`src/rtl/padframe_cfg_pkg.sv`:
```
// ----------------------------------------------------------------------------
// padframe_cfg_pkg : shared field map, reset word and FSM encoding
// Rev 1.0
// ----------------------------------------------------------------------------
`default_nettype none

package padframe_cfg_pkg;

  localparam int CFG_W = 9;

  localparam int OE    = 0;
  localparam int IE    = 1;
  localparam int PU    = 2;
  localparam int PD    = 3;
  localparam int CS    = 4;
  localparam int SL    = 5;
  localparam int PDRV0 = 6;
  localparam int PDRV1 = 7;
  localparam int A     = 8;

  localparam logic [5:0]       ADDR_COMMIT = 6'd63;
  localparam logic [CFG_W-1:0] CFG_RESET   = 9'b0_0000_0010;

  typedef enum logic [0:0] {
    IDLE   = 1'b0,
    COMMIT = 1'b1
  } state_t;

endpackage

`default_nettype wire

```
`src/rtl/padframe_cfg_ctrl_sync2.sv`:
```
// ----------------------------------------------------------------------------
// sync2 : generic two-flop synchroniser, one chain per bit
// Rev 1.0
// ----------------------------------------------------------------------------
`default_nettype none

module sync2 #(
  parameter int WIDTH = 1
) (
  input  logic             clk,
  input  logic             rst_n,
  input  logic [WIDTH-1:0] d,
  output logic [WIDTH-1:0] q
);

  logic [WIDTH-1:0] meta;

  always_ff @(posedge clk) begin
    if (!rst_n) begin
      meta <= '0;
      q    <= '0;
    end else begin
      meta <= d;
      q    <= meta;
    end
  end

endmodule

`default_nettype wire

```
`src/rtl/padframe_cfg_ctrl.sv`:
```
// ----------------------------------------------------------------------------
// padframe_cfg_ctrl : shadow/active GPIO pad configuration with staggered commit
// Rev 1.0
// ----------------------------------------------------------------------------
`default_nettype none

module padframe_cfg_ctrl
  import padframe_cfg_pkg::*;
#(
  parameter int NPADS   = 46,
  parameter int STAGGER = 1
) (
  input  logic              clk,
  input  logic              rst_n,
  input  logic              cfg_valid,
  output logic              cfg_ready,
  input  logic              cfg_write,
  input  logic [5:0]        cfg_addr,
  input  logic [8:0]        cfg_wdata,
  output logic              cfg_rvalid,
  output logic [9:0]        cfg_rdata,
  input  logic [NPADS-1:0]  bidir_Y,
  output logic [NPADS-1:0]  bidir_OE,
  output logic [NPADS-1:0]  bidir_IE,
  output logic [NPADS-1:0]  bidir_PU,
  output logic [NPADS-1:0]  bidir_PD,
  output logic [NPADS-1:0]  bidir_CS,
  output logic [NPADS-1:0]  bidir_SL,
  output logic [NPADS-1:0]  bidir_PDRV0,
  output logic [NPADS-1:0]  bidir_PDRV1,
  output logic [NPADS-1:0]  bidir_A,
  output logic              busy,
  output logic              commit_done
);

  localparam logic [5:0] LAST_IDX = 6'(NPADS - 1);
  localparam logic [5:0] NPADS_A  = 6'(NPADS);
  localparam logic [3:0] T_RELOAD = 4'(STAGGER - 1);

  logic [CFG_W-1:0] shadow [NPADS];
  logic [CFG_W-1:0] active [NPADS];
  state_t           state;
  logic [5:0]       idx;
  logic [3:0]       timer;
  logic [NPADS-1:0] sync_y;
  logic             accept;
  logic             in_range;

  sync2 #(.WIDTH(NPADS)) u_sync_y (
    .clk   (clk),
    .rst_n (rst_n),
    .d     (bidir_Y),
    .q     (sync_y)
  );

  assign cfg_ready = (state == IDLE);
  assign busy      = (state == COMMIT);
  assign accept    = cfg_valid && cfg_ready;
  assign in_range  = (cfg_addr < NPADS_A);

  always_ff @(posedge clk) begin
    if (!rst_n) begin
      state       <= IDLE;
      idx         <= '0;
      timer       <= '0;
      cfg_rvalid  <= 1'b0;
      cfg_rdata   <= '0;
      commit_done <= 1'b0;
      for (int i = 0; i < NPADS; i++) begin
        shadow[i] <= CFG_RESET;
        active[i] <= CFG_RESET;
      end
    end else begin
      cfg_rvalid  <= 1'b0;
      commit_done <= 1'b0;
      case (state)
        IDLE: begin
          if (accept) begin
            if (cfg_write) begin
              if (in_range) begin
                shadow[cfg_addr] <= cfg_wdata;
              end else if (cfg_addr == ADDR_COMMIT && cfg_wdata[0]) begin
                state <= COMMIT;
                idx   <= '0;
                timer <= '0;
              end
            end else begin
              cfg_rvalid <= 1'b1;
              if (in_range)
                cfg_rdata <= {sync_y[cfg_addr], shadow[cfg_addr]};
              else if (cfg_addr == ADDR_COMMIT)
                cfg_rdata <= {9'b0, busy};
              else
                cfg_rdata <= '0;
            end
          end
        end
        COMMIT: begin
          // Shadow is frozen here since no request is accepted, so active ends up a clean snapshot.
          if (timer == '0) begin
            active[idx] <= shadow[idx];
            timer       <= T_RELOAD;
            idx         <= idx + 6'd1;
            if (idx == LAST_IDX) begin
              state       <= IDLE;
              commit_done <= 1'b1;
            end
          end else begin
            timer <= timer - 4'd1;
          end
        end
        default: state <= IDLE;
      endcase
    end
  end

  for (genvar i = 0; i < NPADS; i++) begin : g_pad
    assign bidir_OE[i]    = active[i][OE];
    assign bidir_IE[i]    = active[i][IE];
    assign bidir_PU[i]    = active[i][PU];
    assign bidir_PD[i]    = active[i][PD];
    assign bidir_CS[i]    = active[i][CS];
    assign bidir_SL[i]    = active[i][SL];
    assign bidir_PDRV0[i] = active[i][PDRV0];
    assign bidir_PDRV1[i] = active[i][PDRV1];
    assign bidir_A[i]     = active[i][A];
  end

endmodule

`default_nettype wire
```
`config.mk`:
```
export PLATFORM = sky130hd
export DESIGN_NAME = padframe_cfg_ctrl
export DESIGN_NICKNAME = d
export VERILOG_FILES = /design/src/rtl/padframe_cfg_pkg.sv /design/src/rtl/padframe_cfg_ctrl_sync2.sv /design/src/rtl/padframe_cfg_ctrl.sv
export SDC_FILE = /design/constraint.sdc
export NUM_CORES = 2
export LEC_CHECK = 0
export CORE_AREA = 2 2 312 314
export CTS_CLUSTER_DIAMETER = 50
export DETAILED_ROUTE_END_ITERATION = 8
export DIE_AREA = 0 0 314 316
export MAX_ROUTING_LAYER = met4
export PLACE_DENSITY = 0.85
export SYNTH_ARGS = -nofsm -noshare
export SYNTH_HDL_FRONTEND = slang
export SYNTH_SLANG_ARGS = --single-unit
```
`constraint.sdc`:
```
create_clock -name clk -period 2.9 [get_ports clk]
set_input_delay 0.58 -clock clk [delete_from_list [all_inputs] [get_ports clk]]
set_output_delay 0.58 -clock clk [all_outputs]
set_load 0.01 [all_outputs]
```
Word level (Yosys, flattened, before mapping)
Memory sizes are Yosys's and may differ from the RTL's. A register that Yosys moved wholly into a read port is not among the register bits.
Index checks and enable logic that the tools add are counted.

word-level totals
  flip-flop bits (word level) = 115
  latch bits = 0
  memory bits (writable) = 828
  bits in read-only memories = 0
  bits of input ports = 65
  output and inout bits = 428
  word-level logic and storage cells = 78
  memories kept = 2

memory list
  memory  depth  width  read ports  clocked after memory_dff  wr ports  line                     text
  active  46     9      46          0                         46        padframe_cfg_ctrl.sv:41  logic [CFG_W-1:0] active [NPADS];
  shadow  46     9      2           1                         46        padframe_cfg_ctrl.sv:40  logic [CFG_W-1:0] shadow [NPADS];

cells by class
  add/subtract/negate cells = 2
  multiply operators = 0
  divide/modulo/power cells = 0
  magnitude comparators = 2
  eq/ne operators = 7
  shift operators = 0
  muxes and demuxes = 43
  bitwise operators = 4
  reduce and logical (&&, ||, !) cells = 10

operators by type and width
  cell                                                         count
  2-to-1 mux 6 bit                                             9
  2-to-1 mux 1 bit                                             22
  2-to-1 mux 4 bit                                             5
  2-to-1 mux 9 bit                                             2
  OR reduction 9 bit                                           2
  == test 6 bit (second input constant)                        2
  case mux 6 bit (2 select lines)                              1
  2-to-1 mux 10 bit                                            1
  != test 2 x 1 -> 1 bit (second input constant)               4
  case mux 4 bit (2 select lines)                              1
  less-than comparator 6 x 7 -> 1 bit (second input constant)  1
  adder 6 x 1 -> 6 bit (second input constant)                 1
  binary-select mux 1 bit (select 6 bit)                       1
  less-than comparator 6 bit (second input constant)           1
  AND reduction 3 bit                                          2
  AND reduction 5 bit                                          1
  zero test 4 bit                                              1
  NOT 1 bit                                                    4
  AND reduction 4 bit                                          1
  subtractor 4 x 1 -> 4 bit (second input constant)            1
  OR reduction 3 bit                                           1
  logical AND 1 bit                                            2
  != test 2 bit (second input constant)                        1
  case mux 1 bit (2 select lines)                              1

Logic depth before layout (Yosys ltp)
  depth after elaboration = 9
  depth in mapped cells = 11
  mapped depth without buffers = 8

Modules after synthesis
A second synthesis with hierarchy kept.

second synthesis, totals
  cells, all modules = 3219
  area, all modules = 47608.2 sq um

modules (own cells, without submodules)
  module             instances  cells each  area each (sq um)  sequential area each (sq um)
  padframe_cfg_ctrl  1          3025        45084.5            30309.1
  sync2              1          194         2523.7             1841.8

Least setup slack after synthesis
Ideal clock, no wire load.

  kind = input to register
  start = input cfg_addr[0]
  end = memory shadow[13][0], enable pin
  setup time = 0.387 ns
  arrival = 2.724 ns
  required time = 2.513 ns
  slack = -0.212 ns
  cell stages on the path = 7
  buffers on the path = 4
  path through = clkbuf_1 nor2b_1 clkbuf_1 clkbuf_1 nand2_1 clkbuf_1 o21ai_0

RTL lines
  item         line                     text
  from (decl)  padframe_cfg_ctrl.sv:18  input logic [5:0] cfg_addr,
  to (decl)    padframe_cfg_ctrl.sv:40

==> impl_metrics.csv <==
group,metric,value,unit
setup_path,crit_type,"flip-flop to flip-flop",
power,seqPwrFrac,0.513,
hold_path,holdCritStartpoint,"rst_n",
route,routed_wl,163600,um
sta,fmax,309.9,MHz
place,port_buffers,492,
yosys,ys_seq_area_frac,0.6757,
yosys,ys_types,57,
run_status,status,"finished with violations",
clock_network,cts_root_buf,"clkbuf_16",
route,vias,34860,
clock_network,htree_levels,3,
setup_path,start_kind,"flip-flop",
sta,post-route-period-util,1.113,
power,pwr-share-clk,0.401,
sta,slew_headroom,0.1734,
global_route,grt_pass1_vias,33100,
sta,setup_ws,-327.3,ps
power,p_per_area,581.0,nW/um^2
hold_path,hold_path_depth,2,
yosys,syn-cell-area,47580,sq um
route,drt_first_pass_iters,8,
yosys,async_reset_ff_frac,0,
yosys,synth_commonest_cells,"edfxtp_1 (990), and2_1 (469), nor2_1 (448)",
yosys,ys.flop_type,"edfxtp_1",
global_route,track_usage,0.3178,
layout,drive_above_1_share,0.2154,
place,dp_slack,-245.9,ps
global_route,grt_overflow_total,0,
global_route,grt_max_degree,106,
clock_network,clk_pin_slew,60,ps
sta,drv_slew,0,
floorplanning,die_y,316,um
clock_network,insertion_delay,730,ps
power,intPower,27.53,mW
sta,setup_viol,381,
yosys,ys_warn_count,0,
global_route,grt_pass1_wl,222300,um
route,wl_per_cell,29.24,um
clock_network,clock_sinks,1111,
setup_path,crit_fanout,18,
yosys,synth.top_cell.area_share,0.6248,
setup_path,reg2reg_depth,11,
yosys,ys_top_cells_by_area,"edfxtp_1 (62%), mux4_2 (9.1%), and2_1 (6.2%)",
yosys,netlist_instances,3243,
sta,fin_skew,67.24,ps
global_route,antenna_found_initial,11,
power,p_sw_frac,0.2390,
setup_path,required,3350,ps
floorplanning,rows,114,
layout,fin_util,0.6487,
place,hpwl,108500,um
power,p_leak,22.37,nW
layout,nNetsFinal,4287,
sta,worstMarginPinSlew,1237,ps
floorplanning,initial_core_util,0.4956,
power,switchingPower,8.646,mW
yosys,synth_most_common_cell,"edfxtp_1",
clock_network,clock_tree.buffer_depth,3,
route,drt_iter0_markers,6274,
clock_network,cts_buffers,113,
floorplanning,ioPinCount,493,
sta,fin_hold_ws,231.9,ps
power,power_frac_comb,0.087,
floorplanning,die-area,99220,sq um
sta,final_hold_viol_count,0,
yosys,syn_avg_cell_area,14.67,sq um
clock_network,cts_tree,"yes",
run_status,violations,"negative setup slack",
sta,fin_crit,3227,ps
setup_path,arrival,3680,ps
job,drv_cap,0,
route,via_per_inst,6.230,
place,place_congestion,1.025,
route,drcViolationCount,0,
yosys,ys_ff_latch,1111,
sta,rsz0062_at_grt,"true",
yosys,synth_edf_count,990,
route,drtAntennaViolNets,0,
yosys,synth_top_area_cell,"edfxtp_1",
hold_path,hold_path.class,"input pin to flip-flop",
setup_path,cp-end-kind,"flip-flop",
floorplanning,core,95990,sq um
power,peakVddDrop,568.0,uV
layout,area_growth,30.87,%
power,p_total,36.18,mW
floorplanning,fp.dieW,314,um
-- path summary, 6_finish.rpt --
| kind | end | slack, ps |
|---|---|---|
| max | active[39][6] | -330 |
| max reg2reg | active[39][6] | -330 |
| min reg2reg | u_sync_y.q[28] | 430 |
| min | timer[3] | 230 |
-- kinds of logic (layout without fill, tap and decap cells) --
| kind of cell | after synthesis | count (layout) | synth area share |
|---|---|---|---|
| adders and majority gates | 4 | 4 | 0.001052 |
| other | 1 | 169 | 0.00007882 |
| muxes | 323 | 323 | 0.1191 |
| and+or+nand+nor | 1207 | 1207 | 0.1270 |
| DFF | 1111 | 1111 | 0.6757 |
| buffers and inverters | 269 | 1178 | 0.02648 |
| xor gates and xnor gates | 4 | 4 | 0.0007365 |
| AOI/OAI and AO/OA | 324 | 324 | 0.04983 |
-- layer usage --
layer	track usage	part of all wire
met5	-	0
met3	0.07195	0.14
met4	0.1861	0.077
met1	0.3776	0.32
met2	0.5001	0.47
-- what timing repair did --
action | CTS | global route
cloned | 3 | 18
hold buffers | 0 | 0
pin swaps | 0 | 3
resized for setup | 20 | 70
endpoints found under the setup margin | 389 | 773
setup buffers | 14 | 25
-- stage by stage --
step           std cells  cell area [sq um]  TNS (ps)
2_1_floorplan       3404              48180    -28790
3_3_place_gp        5319              57390    -28770
3_5_place_dp        5319              57390    -41310
4_1_cts             5546              61360    -32170
5_1_grt             5596              62270    -78120
6_report            5596              62270    -68930
-- power groups by stage --
stage | clock network [mW] | registers, mW | logic (mW)
3_5_place_dp | 0 | 18.8 | 2.87
4_1_cts | 14.5 | 18.5 | 2.91
6_report | 14.5 | 18.5 | 3.14
2_1_floorplan | 0 | 18.8 | 1.19
5_1_grt | 15.1 | 18.6 | 3.20
3_3_place_gp | 0 | 18.8 | 2.82
-- layout by cell type (no fill, tap or decap), types with 9 or more instances in the layout --
master,netlist,layout
buf_6,22,10
nor2_2,0,12
edfxtp_1,990,990
mux4_2,192,192
a221oi_1,24,24
dfxtp_1,121,116
clkinv_2,0,22
o22ai_1,64,64
clkinv_1,2,21
nor2_4,0,14
mux2_2,25,20
mux2i_1,106,106
conb_1,1,162
and2_1,469,469
buf_4,12,349
clkbuf_1,166,17
or3_1,48,48
buf_12,0,79
o21ai_0,68,64
a22oi_1,13,13
a221o_1,69,69
nand3_1,48,48
clkdlybuf4s50_1,0,479
clkbuf_16,0,129
nand2b_1,9,9
buf_2,32,10
nor2_1,448,422
nand2_1,138,134
a21oi_1,44,44
inv_1,10,10
-- cell type report --
cell class | instances | area [sq um]
antenna | 7 | 17.52
fill | 6278 | 33730
timing repair buffer | 955 | 9804
sequential | 1111 | 32160
clock buffer | 131 | 2917
inverter | 13 | 48.80
multi-input combinational | 2024 | 14980
clock inverter | 79 | 745.7
tap | 1276 | 1597
-- flip-flops by register name, summed over array words and instances, names as in the netlist, named ones only --
| signal | count |
|---|---|
| active | 414 |
| busy | 1 |
| cfg_rdata | 10 |
| cfg_rvalid | 1 |
| commit_done | 1 |
| idx | 6 |
| shadow | 576 |
| timer | 4 |
| u_sync_y.meta | 46 |
| u_sync_y.q | 46 |
-- critical path: stages, from the launching register on --
cell       delay (ps)
dfxtp_4           370
buf_12            130
buf_8             130
buf_12            130
buf_8             130
mux4_2            570
mux4_2            570
mux2_4            330
o21ai_4           150
buf_12            170
clkbuf_16         220
nor2_1             50
(Power assumes the default switching activity.)
